--- config.mk ---
export PLATFORM = sky130hd
export DESIGN_NAME = garbage_queue_ctrl
export DESIGN_NICKNAME = d
export VERILOG_FILES = /design/src/rtl/garbage_queue_ctrl_pkg.sv /design/src/rtl/garbage_hole_lfsr.sv /design/src/rtl/garbage_queue_ctrl.sv
export SDC_FILE = /design/constraint.sdc
export NUM_CORES = 1
export LEC_CHECK = 0
export ABC_CLOCK_PERIOD_IN_PS = 4300
export CORE_UTILIZATION = 57
export CTS_CLUSTER_DIAMETER = 80
export DETAILED_ROUTE_END_ITERATION = 7
export PLACE_DENSITY = 0.8
export SYNTH_ARGS = -nofsm -noshare
export SYNTH_HDL_FRONTEND = slang
export SYNTH_HIERARCHICAL = 1
export SYNTH_SLANG_ARGS = --single-unit
--- constraint.sdc ---
create_clock -name clk -period 4.3 [get_ports clk]
set_clock_uncertainty 0.2 [all_clocks]
set_input_delay 0.645 -clock clk [delete_from_list [all_inputs] [get_ports clk]]
set_output_delay 0.645 -clock clk [all_outputs]
set_load 0.01 [all_outputs]
--- src/rtl/garbage_queue_ctrl_pkg.sv ---
// rtl/garbage_queue_ctrl_pkg.sv - shared constants, state type and helpers for the garbage queue
// Contents: MAX_PENDING, MAX_LOAD_PER_LOCK, PLAYFIELD_COLS, garbage_state_t,
//           attack_rows() lines-to-attack table, hole_of() LFSR-to-column map.
package GamePkg;

    localparam int MAX_PENDING       = 20;
    localparam int MAX_LOAD_PER_LOCK = 8;
    localparam int PLAYFIELD_COLS    = 10;

    typedef enum logic {
        IDLE,
        LOAD
    } garbage_state_t;

    // Attack generated by a lock clearing 'lines' rows; out-of-range counts attack nothing.
    function automatic logic [2:0] attack_rows(input logic [2:0] lines);
        case (lines)
            3'd2:    attack_rows = 3'd1;
            3'd3:    attack_rows = 3'd2;
            3'd4:    attack_rows = 3'd4;
            default: attack_rows = 3'd0;
        endcase
    endfunction

    // Folds the low nibble onto a playfield column (10..15 wrap to 0..5).
    function automatic logic [3:0] hole_of(input logic [15:0] x);
        hole_of = (x[3:0] >= 4'(PLAYFIELD_COLS)) ? (x[3:0] - 4'(PLAYFIELD_COLS)) : x[3:0];
    endfunction

endpackage

--- src/rtl/garbage_hole_lfsr.sv ---
// rtl/garbage_hole_lfsr.sv - 16-bit Fibonacci LFSR choosing the hole column of a garbage batch
// Ports: clk, rst (sync, active-high), advance (step once), seed (reset value, non-zero),
//        hole_col[3:0] (column 0..9 derived from the current LFSR state).
module garbage_hole_lfsr
    import GamePkg::*;
(
    input  logic        clk,
    input  logic        rst,
    input  logic        advance,
    input  logic [15:0] seed,
    output logic [3:0]  hole_col
);

    logic [15:0] lfsr;
    logic        feedback;

    // Taps 16,14,13,11 (1-based) -> bits 15,13,12,10.
    assign feedback = lfsr[15] ^ lfsr[13] ^ lfsr[12] ^ lfsr[10];
    assign hole_col = hole_of(lfsr);

    always_ff @(posedge clk) begin
        if (rst) begin
            lfsr <= seed;
        end else if (advance) begin
            lfsr <= {lfsr[14:0], feedback};
        end
    end

endmodule

--- src/rtl/garbage_queue_ctrl.sv ---
// rtl/garbage_queue_ctrl.sv - pending-garbage accumulator, attack cancel/forward and row loader
// Ports: clk, rst (sync, active-high); recv_valid/recv_cnt incoming attack;
//        piece_locked/lock_lines lock event; load_ready/load_valid/load_hole_col row handshake;
//        send_valid/send_cnt forwarded attack; pending_garbage count; load_busy (in LOAD).
module garbage_queue_ctrl
    import GamePkg::*;
#(
    parameter int          MAX_PENDING       = GamePkg::MAX_PENDING,
    parameter int          MAX_LOAD_PER_LOCK = GamePkg::MAX_LOAD_PER_LOCK,
    parameter logic [15:0] LFSR_SEED         = 16'hACE1
) (
    input  logic       clk,
    input  logic       rst,
    input  logic       recv_valid,
    input  logic [2:0] recv_cnt,
    input  logic       piece_locked,
    input  logic [2:0] lock_lines,
    input  logic       load_ready,
    output logic       load_valid,
    output logic [3:0] load_hole_col,
    output logic       send_valid,
    output logic [2:0] send_cnt,
    output logic [4:0] pending_garbage,
    output logic       load_busy
);

    localparam logic [5:0] MAX_P6 = 6'(MAX_PENDING);
    localparam logic [5:0] MAX_L6 = 6'(MAX_LOAD_PER_LOCK);

    garbage_state_t state;
    logic [3:0]     batch;
    logic [5:0]     sum;
    logic [5:0]     p1;
    logic [5:0]     atk;
    logic           transfer;
    logic           start_load;
    logic [3:0]     hole_col;

    // 6-bit intermediates so neither the add nor the cancel subtraction can wrap.
    assign sum        = {1'b0, pending_garbage} + (recv_valid ? {3'b000, recv_cnt} : 6'd0);
    assign p1         = (sum > MAX_P6) ? MAX_P6 : sum;
    assign atk        = {3'b000, attack_rows(lock_lines)};
    assign transfer   = load_valid && load_ready;
    assign start_load = (state == IDLE) && piece_locked && (lock_lines == 3'd0) && (p1 != 6'd0);

    garbage_hole_lfsr u_hole_lfsr (
        .clk      (clk),
        .rst      (rst),
        .advance  (start_load),
        .seed     (LFSR_SEED),
        .hole_col (hole_col)
    );

    always_ff @(posedge clk) begin
        if (rst) begin
            state           <= IDLE;
            batch           <= 4'd0;
            pending_garbage <= 5'd0;
            load_valid      <= 1'b0;
            load_hole_col   <= 4'd0;
            load_busy       <= 1'b0;
            send_valid      <= 1'b0;
            send_cnt        <= 3'd0;
        end else begin
            send_valid <= 1'b0;
            case (state)
                IDLE: begin
                    pending_garbage <= p1[4:0];
                    if (piece_locked && (atk != 6'd0)) begin
                        if (atk <= p1) begin
                            pending_garbage <= 5'(p1 - atk);
                        end else begin
                            pending_garbage <= 5'd0;
                            send_valid      <= 1'b1;
                            send_cnt        <= 3'(atk - p1);
                        end
                    end else if (start_load) begin
                        state         <= LOAD;
                        batch         <= (p1 > MAX_L6) ? 4'(MAX_L6) : 4'(p1);
                        load_valid    <= 1'b1;
                        load_busy     <= 1'b1;
                        load_hole_col <= hole_col;
                    end
                end
                LOAD: begin
                    // pending >= batch >= 1 throughout LOAD, so the decrement cannot underflow.
                    // A lock here is a protocol error and is deliberately ignored.
                    if (transfer) begin
                        pending_garbage <= 5'(p1 - 6'd1);
                        batch           <= batch - 4'd1;
                        if (batch == 4'd1) begin
                            state      <= IDLE;
                            load_valid <= 1'b0;
                            load_busy  <= 1'b0;
                        end
                    end else begin
                        pending_garbage <= p1[4:0];
                    end
                end
                default: state <= IDLE;
            endcase
        end
    end

endmodule
==> results.md <==
Route:
- After detailed routing, the met3 layer carries 390 microns of wire.
- The first detailed-routing pass ran for 5 iterations.
- In the detailed route, the total length drawn on met2 is 2.32 mm.
- The wire length after detailed routing is 5.30 mm.
- For this block, the initial DRC count from the detailed router was 117.
- The post-detailed-route DRC marker count is 0.
- The highest signal layer in the routed design is met4.
- The number of vias per cell after detailed routing is 5.79.
- Dividing the detail-routed wire length by the instance count gives 15.1 microns.
- The remaining antenna violation count is 0.
- The detailed-route wire length on metal 1 is 2.54 mm.
- Summing over every cut layer, the via total after detailed routing is 2032.

Synthesis:
- After technology mapping, the gate count stands at 254.
- In this run, distinct cell masters in the synthesized netlist total 52.
- The number of storage elements in the synthesis netlist is 35.
- After synthesis, flip-flops and latches occupy 35.8% of the total area.
- The portion of synthesized area spent on multiplexers is 10.0%.
- The post-synthesis async set-or-reset flop share is 0%.
- The per-instance average area after synthesis is 9.47 sq um.
- The xor and xnor fraction of the mapped netlist area is 3.28%.
- In this run, synthesis inferred 16 flip-flops with an integrated enable.
- After synthesis, the largest family of logic cells by area is compound AO/OA/AOI/OAI gates.
- Yosys printed 6 warnings.
- The simple logic cell fraction of the synthesized area is 16.2%.
- Summing the areas of all compound-gate instances in the mapped netlist gives 19.2% of the synthesized area.
- The adder and majority cell fraction of the synthesized area is 8.74%.
- The summed instance area of the synthesized netlist is 2400 sq um.
- The most common flop cell mapped by yosys is sky130_fd_sc_hd__dfxtp_1.

Outcome:
- The flow ran to the end, and the final reports show no timing, DRC or antenna violations.

Clock tree:
- Once the clock tree was built, the setup fixing pass inserted 0 buffers.
- For the worst-skew pair, the clock arrives at the later sink with an insertion delay of 290 ps.
- The H-tree depth is 2.
- TritonCTS built the clock tree.
- The largest buffer count on any clock path is 2.
- Clock-pin slew was measured on the worst setup and hold paths at 70 ps.
- Counting the buffers created by CTS gives 5.
- The tree is rooted in a sky130_fd_sc_hd__clkbuf_8.
- The number of clock sinks seen by CTS is 35.

Power:
- VDD sags by at most 0.276 mV.
- The power density normalized to cell area is 365 nW/um^2.
- In this run the static leakage power is 1.15 nW.

Job:
- The total of max-cap violations is 0.

Floorplan:
- From bottom edge to top edge, the die measures 67.0 microns.
- The initial core utilization is 59.7%.
- In this run the horizontal extent of the chip is 67.0 microns.
- The total I/O pin count is 26.
- After floorplanning, the core was sized to cover 4030 sq um.
- The area of the die is 4480 sq um.
- After floorplanning, the core was divided into 23 placement rows.

Cells and area:
- The top cell types in the final layout, fill and taps aside, are sky130_fd_sc_hd__clkdlybuf4s50_1 (24), sky130_fd_sc_hd__nor2_1 (22), sky130_fd_sc_hd__dfxtp_1 (19), sky130_fd_sc_hd__a21oi_1 (17).
- The finished layout holds 351 standard cells, fillers aside.
- The count of antenna diodes in the layout is 0.
- The cell area after layout is 2900 sq um.
- Compared with the post-synthesis result, the final layout area differs by 20.6%.
- The library cell used most frequently in the layout, excluding fill and tap cells, is sky130_fd_sc_hd__clkdlybuf4s50_1.
- The layout filler cell count is 319.
- The net count of the finished layout is 326.
- Cells with a size suffix above 1 make up 15.6% of the layout.

Timing:
- The maximum clock rate is 245 MHz.
- After layout, the minimum clock period comes to 4080 ps.
- The count of final hold-check violations is 0.
- The slew at the pin closest to its max-slew limit is 899 ps.
- The count of pins over their slew limit is 0.
- The final-report setup violation count is 0.
- Dividing the final minimum period by the clock period gives 95.0%.
- Setup repair after global routing left no endpoint under its margin.
- Headroom to the max-slew limit came out at 40.0%.
- The worst hold slack after final layout is 298 ps.

Worst setup path:
- The type of the worst setup path is input pin to flip-flop.
- The worst register-to-register path begins at pending_garbage[0].
- The critical path depth is 17.
- For flop-to-flop paths, the worst setup slack is 820 ps.
- The number of buffers and inverters on the critical path is 4.
- The critical path's largest stage delay is 450 ps.
- The critical path starts at recv_valid.
- Along the worst path, the maximum fanout reaches 5.
- At the worst endpoint, the arrival time is 4060 ps.
- The required arrival time at the worst endpoint is 4280 ps.
- The top cell family by delay on the critical path is adder cells.
- Measured in cells, the most critical reg-to-reg path has a length of 15.
- Among all stages on the critical path, the largest delay is contributed by sky130_fd_sc_hd__fa_1.
- The critical path ends at pending_garbage[4].
- The worst register-to-register path ends at pending_garbage[4].
- STA classifies the critical path endpoint as a flip-flop.
- The worst setup path is launched from an input pin.
- The critical path goes through clkdlybuf4s50_1, and2_1, ha_1, fa_1, nor2b_1, o21ai_0, a31oi_1, nor2b_1, buf_4, inv_1, ha_1, inv_1, fa_1, a21oi_1, a21oi_1, a31o_2, a32o_1.

Placement:
- The placed cell area is 2790 sq um.
- Port buffering added 25 buffers.
- The number of instances in the placed design is 343.
- Routability-driven placement finished with a final weighted congestion of 0.932.
- The placed wire-length estimate is 3.87 mm.

GRT:
- The number of global-route vias before repair is 1851.
- The first global-routing pass estimated 8.69 mm of wire.
- The total congestion overflow is 0.
- Entering global routing, the biggest net connects 42 pins.
- The number of antenna violations at the first check in global routing came to 0.
- In the global route stage, overall resource usage came out at 26.2%.

Min path:
- In this run the worst hold path is classified as flip-flop to flip-flop.
==> cell usage after synthesis, types with 5 or more instances <==
cell type / number / area (sq um)
sky130_fd_sc_hd__a211oi_1: 6 / 45.0
sky130_fd_sc_hd__a21oi_1: 17 / 85.1
sky130_fd_sc_hd__clkbuf_1: 7 / 26.3
sky130_fd_sc_hd__dfxtp_1: 19 / 380
sky130_fd_sc_hd__edfxtp_1: 16 / 480
sky130_fd_sc_hd__ha_1: 12 / 150
sky130_fd_sc_hd__inv_1: 15 / 56.3
sky130_fd_sc_hd__mux2_4: 12 / 180
sky130_fd_sc_hd__mux2i_1: 5 / 50.1
sky130_fd_sc_hd__nand2_1: 13 / 48.8
sky130_fd_sc_hd__nand3_1: 7 / 35.0
sky130_fd_sc_hd__nor2_1: 22 / 82.6
sky130_fd_sc_hd__nor2b_1: 7 / 43.8
sky130_fd_sc_hd__nor3_1: 8 / 40.0
sky130_fd_sc_hd__o21ai_0: 14 / 70.1
sky130_fd_sc_hd__xnor2_1: 7 / 61.3
==> tightest hold or removal path, delay by kind of cell (launching register included) <==
| family | cells | cell delay [ps] |
|---|---|---|
| flops | 1 | 320 |
| mux | 1 | 60 |
| simple gates | 1 | 80 |
==> stage by stage <==
stage | utilization (%) | setup TNS [ps] | power [mW] | worst slack [ps]
floorplan | - | 0 | 0.652 | 299
global placement | 69.3 | 0 | 0.758 | 9.97
detailed placement | 69.3 | -149 | 0.768 | -89.1
CTS | 71.9 | 0 | 1.06 | 192
global route | 72.0 | 0 | 1.12 | 10.2
finish | 72.0 | 0 | 1.06 | 217
==> report_power, final <==
group / leakage, nW / switching [mW] / internal [mW]
registers: 0.312 / 0.0271 / 0.380
logic: 0.786 / 0.187 / 0.177
clock network: 0.0524 / 0.114 / 0.173
==> layout make-up <==
type	instances	area, sq um	share of cell area, %
timing repair buffer	40	370	12.8
multi-input combinational	203	1440	49.8
tap	50	62.6	2.16
clock inverter	1	30.0	1.04
sequential	35	861	29.7
clock buffer	7	76.3	2.63
inverter	15	56.3	1.94
==> sequential cells by signal, summed over array words and instances (netlist names) <==
name              flops
send_cnt              3
pending_garbage       5
send_valid            1
state                 1
load_hole_col         4
u_hole_lfsr/lfsr     16
load_busy             1
batch                 4
==> per-layer routing <==
metal	up-vias	GRT usage, %
li1	989	-
met3	7	8.22
met2	81	39.1
met4	0	5.59
met1	955	36.7
met5	-	0
==> worst min-delay path by stage <==
| stage | from | to | slack, ps | depth (start not counted) |
|---|---|---|---|---|
| after global routing | batch[3] | batch[3] | 330 | 2 |
| after floorplan | batch[3] | batch[3] | 260 | 2 |
| final | load_hole_col[1] | load_hole_col[1] | 300 | 2 |
| after CTS | batch[3] | batch[3] | 300 | 2 |
| after global placement | batch[3] | batch[3] | 280 | 2 |
| after detailed placement | load_hole_col[2] | load_hole_col[2] | 290 | 2 |
==> cells by family (layout without fill, tap and decap cells) <==
family,count (synthesis),in the layout
other,2,16
buffers and inverters,30,63
multiplexers,18,18
AND/OR/NAND/NOR,77,77
flip-flops,35,35
XOR/XNOR,9,9
adder cells (fa/ha/maj),15,15
AO/OA/AOI/OAI,68,68
==> repair_timing <==
action | 4_1_cts | 5_1_grt
resized for setup | 0 | 1
endpoints found under the setup margin | 0 | 1
hold buffers | 0 | 0
(Power assumes the default switching activity.)
